===== src/rtl/mem_arb_pkg.sv =====
// Shared types and constants for the cache-side memory port arbiter.
// Also carries the MMIO addresses the caches and SPART decode agree on.
package mem_arb_pkg;

    typedef enum logic [1:0] {
        IDLE  = 2'd0,
        BUSY  = 2'd1,
        DRAIN = 2'd2
    } arb_state_t;

    localparam logic [31:0] ABORT_DATA = 32'hDEADBEEF;

    // SPART status word: bit1 = rx ready, bit0 = tx ready
    localparam logic [27:0] SPART_DATA_ADDR    = 28'h8000000;
    localparam logic [27:0] SPART_STATUS_ADDR  = 28'h8000001;
    localparam int          SPART_RX_READY_BIT = 1;
    localparam int          SPART_TX_READY_BIT = 0;

endpackage


===== src/rtl/mem_arb_rr2.sv =====
// Two-way round-robin pick: a lone requester wins, a tie goes to the
// client that was not granted last.
module mem_arb_rr2 (
    input  logic [1:0] req,
    input  logic       last_grant,
    output logic       grant
);

    always_comb begin
        grant = last_grant;
        case (req)
            2'b01:   grant = 1'b0;
            2'b10:   grant = 1'b1;
            2'b11:   grant = ~last_grant;
            default: grant = last_grant;
        endcase
    end

endmodule


===== src/rtl/mem_port_arbiter.sv =====
// Serialises I-cache (client 0) and D-cache (client 1) requests onto the
// single memory port, with a timeout abort so a hung slave cannot lock both out.
module mem_port_arbiter
    import mem_arb_pkg::*;
#(
    parameter int ADDR_W  = 28,
    parameter int DATA_W  = 32,
    parameter int TIMEOUT = 1023
) (
    input  logic              clk,
    input  logic              rst,
    input  logic              c0_valid,
    input  logic              c0_rw,
    input  logic [ADDR_W-1:0] c0_addr,
    input  logic [DATA_W-1:0] c0_wdata,
    output logic [DATA_W-1:0] c0_rdata,
    output logic              c0_ready,
    output logic              c0_err,
    input  logic              c1_valid,
    input  logic              c1_rw,
    input  logic [ADDR_W-1:0] c1_addr,
    input  logic [DATA_W-1:0] c1_wdata,
    output logic [DATA_W-1:0] c1_rdata,
    output logic              c1_ready,
    output logic              c1_err,
    output logic              mem_valid,
    output logic              mem_rw,
    output logic [ADDR_W-1:0] mem_addr,
    output logic [DATA_W-1:0] mem_wdata,
    input  logic [DATA_W-1:0] mem_rdata,
    input  logic              mem_ready
);

    localparam int CNT_W = $clog2(TIMEOUT + 1);

    arb_state_t        r_state;
    arb_state_t        w_state_nxt;
    logic              r_last_grant;
    logic              r_winner;
    logic [CNT_W-1:0]  r_cnt;
    logic              w_grant;
    logic              w_start;
    logic              w_done;
    logic              w_abort;

    logic              r_mem_valid;
    logic              r_mem_rw;
    logic [ADDR_W-1:0] r_mem_addr;
    logic [DATA_W-1:0] r_mem_wdata;
    logic [DATA_W-1:0] r_rdata [2];
    logic [1:0]        r_ready;
    logic [1:0]        r_err;

    mem_arb_rr2 u_rr2 (
        .req        ({c1_valid, c0_valid}),
        .last_grant (r_last_grant),
        .grant      (w_grant)
    );

    always_comb begin
        w_state_nxt = r_state;
        w_start     = 1'b0;
        w_done      = 1'b0;
        w_abort     = 1'b0;
        case (r_state)
            IDLE: begin
                if (c0_valid || c1_valid) begin
                    w_start     = 1'b1;
                    w_state_nxt = BUSY;
                end
            end
            BUSY: begin
                // A response on the final timeout cycle still completes normally
                if (mem_ready) begin
                    w_done      = 1'b1;
                    w_state_nxt = DRAIN;
                end else if (r_cnt == CNT_W'(TIMEOUT - 1)) begin
                    w_abort     = 1'b1;
                    w_state_nxt = DRAIN;
                end
            end
            DRAIN: begin
                if (!mem_ready) w_state_nxt = IDLE;
            end
            default: w_state_nxt = IDLE;
        endcase
    end

    always_ff @(posedge clk) begin
        if (rst) begin
            r_state      <= IDLE;
            r_last_grant <= 1'b1;
            r_winner     <= 1'b0;
            r_cnt        <= '0;
        end else begin
            r_state <= w_state_nxt;
            if (w_start) begin
                r_winner     <= w_grant;
                r_last_grant <= w_grant;
                r_cnt        <= '0;
            end else if (r_state == BUSY) begin
                r_cnt <= r_cnt + CNT_W'(1);
            end
        end
    end

    always_ff @(posedge clk) begin
        if (rst) begin
            r_mem_valid <= 1'b0;
            r_mem_rw    <= 1'b0;
            r_mem_addr  <= '0;
            r_mem_wdata <= '0;
            r_rdata[0]  <= '0;
            r_rdata[1]  <= '0;
            r_ready     <= '0;
            r_err       <= '0;
        end else begin
            r_ready <= '0;
            r_err   <= '0;
            if (w_start) begin
                r_mem_valid <= 1'b1;
                r_mem_rw    <= w_grant ? c1_rw    : c0_rw;
                r_mem_addr  <= w_grant ? c1_addr  : c0_addr;
                r_mem_wdata <= w_grant ? c1_wdata : c0_wdata;
            end
            if (w_done) begin
                r_rdata[r_winner] <= mem_rdata;
                r_ready[r_winner] <= 1'b1;
                r_mem_valid       <= 1'b0;
                r_mem_rw          <= 1'b0;
                r_mem_addr        <= '0;
            end
            if (w_abort) begin
                r_rdata[r_winner] <= DATA_W'(ABORT_DATA);
                r_ready[r_winner] <= 1'b1;
                r_err[r_winner]   <= 1'b1;
                r_mem_valid       <= 1'b0;
            end
        end
    end

    assign mem_valid = r_mem_valid;
    assign mem_rw    = r_mem_rw;
    assign mem_addr  = r_mem_addr;
    assign mem_wdata = r_mem_wdata;
    assign c0_rdata  = r_rdata[0];
    assign c1_rdata  = r_rdata[1];
    assign c0_ready  = r_ready[0];
    assign c1_ready  = r_ready[1];
    assign c0_err    = r_err[0];
    assign c1_err    = r_err[1];

endmodule


===== config.mk =====
export PLATFORM = sky130hd
export DESIGN_NAME = mem_port_arbiter
export DESIGN_NICKNAME = d
export VERILOG_FILES = /design/src/rtl/mem_arb_pkg.sv /design/src/rtl/mem_arb_rr2.sv /design/src/rtl/mem_port_arbiter.sv
export SDC_FILE = /design/constraint.sdc
export NUM_CORES = 1
export LEC_CHECK = 0
export BUFFER_PORTS_ARGS = -buffer_cell sky130_fd_sc_hd__buf_4
export CORE_AREA = 2 2 118 120
export CTS_CLUSTER_SIZE = 16
export DETAILED_ROUTE_END_ITERATION = 10
export DIE_AREA = 0 0 120 122
export GPL_TIMING_DRIVEN = 0
export MAX_ROUTING_LAYER = met4
export PLACE_DENSITY = 0.78
export SLEW_MARGIN = 5
export SYNTH_ARGS = -nofsm -noshare
export SYNTH_HDL_FRONTEND = slang
export SYNTH_SLANG_ARGS = --single-unit

===== constraint.sdc =====
create_clock -name clk -period 5.62 [get_ports clk]
set_input_delay 1.124 -clock clk [delete_from_list [all_inputs] [get_ports clk]]
set_output_delay 1.124 -clock clk [all_outputs]
set_load 0.01 [all_outputs]

==> flow_summary_export.csv, run 1 <==
group,metric,value,unit
run_status,status,"completed",
worst_setup_path,crit_chain,"buf_4, nor3b_2, nand2b_1, buf_2, nor2_1, or2_2",
pwr,cellLeakagePower,4.022,nW
sta,maxClockFrequency,392.6,MHz
finish,fin_nets,1002,
clock_network,clockBufferDepth,2,
detailed_routing,vias_per_cell,5.154,
sta,hold_slack,509.1,ps
clock_network,cts.sinks,144,
floorplanning,die_w,120,µm
synth,synth_area_leaders,"edfxtp_1, dfxtp_1, mux2i_1",
place,portBuffers,288,
place,dp_hpwl,13290,µm
grt,grt_usage,23.77,%
floorplanning,die_y,122,µm
clock_network,clk_pin_slew_worst_paths,60,ps
clock_network,ctsHtreeMaxLevel,4,
grt,grt_pass1_wl,26050,µm
synth,syn_area,0.006062,mm²
detailed_routing,firstDrtPassIters,6,
sta,finalWorstPathRequiredPeriod,2547,ps
synth,syn_nets,695,
floorplanning,start_util,44.89,%
synth,yosysSeqAreaShare,58.12,%
clock_network,cts_setup_buffers,0,
sta,tightestPinTransition,782.2,ps
synth,yosysTopAreaCellShare,31.70,%
floorplanning,ios,289,
place,gp_congestion,0.9019,
detailed_routing,ant_nets,0,
finish,n_antenna_cell,0,
sta,maxSlewHeadroom,47.85,%
synth,ys_ff_latch,144,
pwr,fin_total_pwr,2.950,mW
floorplanning,rows,43,
worst_setup_path,required,5660,ps
grt,grt_max_degree,33,
worst_setup_path,end_kind,"register",
sta,drv_slew,0,
clock_network,cts_buffers,17,
floorplanning,die_area,0.01464,mm²
worst_setup_path,arrival,2590,ps
sta,post-route-period-util,45.33,%
place,dp_cells,1002,
pwr,powerDensity,325.3,mW/mm²
place,post-place-ws,2207,ps
pwr,peakVddDrop,192.3,µV
worst_setup_path,path_class,"input pin to register",
finish,finish.utilization,67.15,%
grt,grt_remaining_overflow,0,
grt,antenna_found_initial,0,
finish,stdcell_area,0.009069,mm²
finish,area_growth,49.60,%
synth,synth_top_area_cell,"edfxtp_1",
synth,synth_edf_count,64,
worst_setup_path,critical_path.max_fanout,32,
sta,finalWorstSetupSlack,3073,ps
synth,synth_warnings,0,
synth,syn_inst,534,
job,maxCapViolCount,0,
sta,setup_tns,0,ps
clock_network,cts_tree,"done",
sta,clock_skew,14.16,ps
clock_network,hold_buffers,0,
sta,final-setup-viol-count,0,
worst_setup_path,critPathMaxStageDelay,650,ps
synth,synthArstFlopShare,0,%
worst_setup_path,crit_slowest_cell,"or2_2",
synth,dominantRegCellSynth,"dfxtp_1",
synth,ys_types,37,
finish,layout-drive-gt1-share,45.08,%
detailed_routing,num_vias,5329,
detailed_routing,drt_iter0_markers,403,
clock_network,clk_latency,420,ps
worst_hold_path,hold_path.class,"register to register",
place,post_dp_cell_area,0.008449,mm²
clock_network,cts_root_buf,"clkbuf_16",
sta,rsz0062_at_grt,"no",
detailed_routing,wire_per_inst,16.73,µm
finish,instances_no_fill,1034,
synth,syn-mean-instance-area,11.35,µm²
worst_setup_path,critPathLaunchType,"input pin",
detailed_routing,drc_errors,0,
clock_network,ctsResizeCount,0,
grt,grt_pass1_vias,5125,
sta,final_hold_viol_count,0,
floorplanning,coreArea,0.01350,mm²
detailed_routing,finalWirelength,17300,µm
## path summary, 6_finish.rpt
kind                     start              to  cells past startpoint  slack, ps
hold / removal    mem_wdata[1]    mem_wdata[1]                      2        510
setup reg to reg      r_cnt[0]  r_rdata[0][17]                      6       3280
setup / recovery           rst  r_rdata[0][17]                      6       3070
hold reg to reg   mem_wdata[1]    mem_wdata[1]                      2        510
## registers in the layout, indices dropped and copies added, names as in the netlist
name,cells
r_rdata,64
r_ready,2
mem_addr,28
r_err,2
mem_rw,1
r_winner,1
r_state,2
mem_valid,1
r_last_grant,1
mem_wdata,32
r_cnt,10
## metal layers
layer,vias to the layer above,part of all wire [%],GRT usage [%]
li1,2542,-,-
met1,2440,37,26.22
met3,33,8.6,5.524
met4,0,1.9,7.794
met5,-,0,-
met2,314,52,42.44
## layout make-up
cell class,count,area [µm²]
plain buffers,44,252.7
clock inverters,14,180.2
well taps,180,225.2
fillers,1027,4436
inverters,1,3.754
repair buffers,288,2162
flip-flops and latches,144,3523
clock buffers,18,439.2
multi-input cells,345,2282
## cells in the mapped netlist, types with 5 or more instances
library cell,count
a211oi_2,30
a21oi_1,81
and2_1,16
buf_2,19
buf_4,7
buf_6,5
clkbuf_1,11
dfxtp_1,80
edfxtp_1,64
mux2i_1,61
nand2_1,33
nor2_1,51
o21ai_0,21
o21ai_1,11
xnor2_1,7
## cells by family (layout without fill, tap and decap cells)
| logic type | Yosys count | count (layout) | share of synthesized area (%) |
|---|---|---|---|
| AO/OA/AOI/OAI | 150 | 150 | 16.41 |
| XOR/XNOR | 9 | 9 | 1.300 |
| adder cells (fa/ha/maj) | 2 | 2 | 0.4127 |
| buffers and inverters | 45 | 365 | 4.231 |
| flip-flops | 144 | 144 | 58.12 |
| multiplexers | 61 | 61 | 10.07 |
| AND/OR/NAND/NOR | 123 | 123 | 9.453 |
## critical path: cells and delay by family
kind | cells | cell delay (ps)
buffers and inverters | 2 | 310
and+or+nand+nor | 4 | 1130
## report_power, final
part	internal (mW)	switching [mW]
clock	0.718	0.449
combinational	0.276	0.280
sequential	1.18	0.0459
total	2.17	0.775
## placed cells by master (no fill, tap or decap), types with 3 or more instances in the layout
cell       instances
buf_4            295
a21oi_1           81
dfxtp_1           80
edfxtp_1          64
mux2i_1           61
nor2_1            51
nand2_1           33
a211oi_2          30
o21ai_0           21
buf_2             19
clkbuf_16         17
and2_1            16
o21ai_1           11
clkbuf_1          11
xnor2_1            7
buf_6              5
nand2b_1           4
a211oi_1           3
nor3_1             3
clkinv_4           3
bufinv_16          3
No activity file was read; power rests on OpenSTA's default activity.
==> run 2: changes to the inputs <==
Settings changed: CORE_AREA 2 2 118 120 to 2 2 124 126, DIE_AREA 0 0 120 122 to 0 0 126 128, PLACE_DENSITY 0.78 to 0.74.
Clock period 5.62 ns to 2.24 ns, I/O delays scaled along.
==> flow_summary_export.csv, run 2 (synthesis gave the netlist of run 1 again) <==
group,metric,value,unit
detailed_routing,wire_per_inst,16.75,µm
worst_setup_path,crit_slowest_cell,"dfxtp_1",
worst_setup_path,end_kind,"register",
detailed_routing,vias_per_cell,5.026,
finish,fin_nets,1002,
grt,antenna_found_initial,0,
worst_setup_path,crit_chain,"inv_1, ha_1, and4_1, a31oi_2, nor2_1, or2_4",
clock_network,cts_setup_buffers,0,
sta,maxSlewHeadroom,52.07,%
finish,n_antenna_cell,0,
clock_network,cts_tree,"done",
worst_setup_path,r2r_slack,180,ps
sta,post-route-period-util,91.95,%
place,dp_hpwl,13280,µm
worst_setup_path,worstReg2RegStart,"r_cnt[0]",
floorplanning,coreArea,0.01486,mm²
clock_network,clockBufferDepth,2,
worst_setup_path,cpLargestDelayFamily,"simple AND/OR/NAND/NOR gates",
clock_network,cts.sinks,144,
sta,maxClockFrequency,485.5,MHz
finish,layout_commonest_cell,"buf_4",
floorplanning,die_area,0.01613,mm²
worst_setup_path,reg2reg_to,"r_rdata[1][28]",
floorplanning,start_util,40.78,%
worst_setup_path,crit_buf_inv,1,
detailed_routing,drt_iter0_markers,236,
worst_hold_path,hp-start,"mem_rdata[14]",
grt,busiest_layer,"met2",
job,maxCapViolCount,0,
clock_network,clk_pin_slew_worst_paths,60,ps
finish,layout-drive-gt1-share,44.96,%
grt,grt_usage,22.00,%
worst_hold_path,holdPathStages,2,
sta,final-setup-viol-count,0,
worst_setup_path,reg2reg_depth,6,
clock_network,cts_buffers,17,
grt,grt_pass1_wl,26830,µm
grt,use_met1,25.65,%
sta,finalWorstPathRequiredPeriod,2060,ps
worst_setup_path,path_class,"register to register",
sta,drv_slew,0,
grt,grt.met2_usage,36.75,%
detailed_routing,drc_errors,0,
finish,top_register,"r_rdata",
sta,clock_skew,9.197,ps
finish,area_growth,48.77,%
detailed_routing,ant_nets,0,
place,dp_cells,1010,
pwr,cellLeakagePower,3.970,nW
pwr,fin_total_pwr,7.068,mW
worst_setup_path,arrival,2170,ps
worst_setup_path,critical_path.max_fanout,32,
finish,nFillCells,1287,
place,post-place-ws,-140.2,ps
worst_setup_path,required,2350,ps
place,portBuffers,288,
worst_setup_path,critPathLaunchType,"register",
clock_network,cts_root_buf,"clkbuf_16",
sta,hold_slack,313.2,ps
finish,final_cell_mix,"buf_4, a21oi_1, dfxtp_1",
worst_hold_path,whs_endpoint,"r_rdata[0][14]",
place,gp_congestion,0.8090,
floorplanning,die_w,126,µm
floorplanning,rows,45,
grt,grt_pass1_vias,5060,
worst_setup_path,critPathMaxStageDelay,420,ps
sta,tightestPinTransition,718.9,ps
grt,grt_max_degree,33,
detailed_routing,firstDrtPassIters,6,
worst_hold_path,hold_path.class,"input pin to register",
sta,rsz0062_at_grt,"no",
run_status,status,"completed",
clock_network,ctsHtreeMaxLevel,4,
floorplanning,ios,289,
finish,instances_no_fill,1042,
grt,grt_use_met3,5.885,%
detailed_routing,finalWirelength,17450,µm
sta,finalWorstSetupSlack,180.3,ps
grt,grt_remaining_overflow,0,
finish,largest_reg_flops,64,
sta,final_hold_viol_count,0,
clock_network,clk_latency,420,ps
floorplanning,die_y,128,µm
pwr,peakVddDrop,446.1,µV
detailed_routing,num_vias,5237,
finish,finish.utilization,60.67,%
pwr,powerDensity,783.7,mW/mm²
[run 2: final cells by class]
class | count | area, µm² | share of cell area, %
multi-input combinational | 345 | 2293 | 25.43
clock inverter | 13 | 115.1 | 1.276
inverter | 1 | 3.754 | 0.04162
clock buffer | 19 | 432.9 | 4.800
timing repair buffer | 288 | 2162 | 23.97
buffer | 44 | 252.7 | 2.802
tap | 188 | 235.2 | 2.608
sequential | 144 | 3523 | 39.07
[run 2: per-stage QoR]
stage	instance area (µm²)	setup TNS (ps)
final	9019	0
after global routing	9019	0
after CTS	9012	0
after detailed placement	8459	-8437
after global placement	8459	-19950
after floorplan	6062	0
[run 2: layer usage]
layer | vias up | wire, µm
met5 | - | 0
li1 | 2536 | -
met3 | 18 | 1379
met4 | 0 | 342
met1 | 2424 | 6957
met2 | 259 | 8772
[run 2: report_power, final]
group	switching [mW]	internal [mW]
Clock	1.08	1.52
Combinational	0.703	0.696
Sequential	0.103	2.96
Total	1.89	5.18
[run 2: worst max-delay path by stage]
stage | from | end | slack [ps] | depth (start not counted)
after floorplan | rst | r_rdata[0][0] | 100 | 5
after global placement | rst | r_rdata[0][14] | -510 | 6
after detailed placement | r_cnt[0] | r_rdata[1][6] | -140 | 6
after CTS | r_cnt[0] | r_rdata[1][24] | 80 | 6
after global routing | r_state[0] | r_rdata[1][28] | 20 | 4
final | r_cnt[0] | r_rdata[1][28] | 180 | 6
[run 2: timing repair]
item,in CTS,in global routing
pin swaps,0,0
endpoints found under the setup margin,64,64
hold endpoints to repair,0,0
hold buffers,0,0
gates resized for setup,2,1
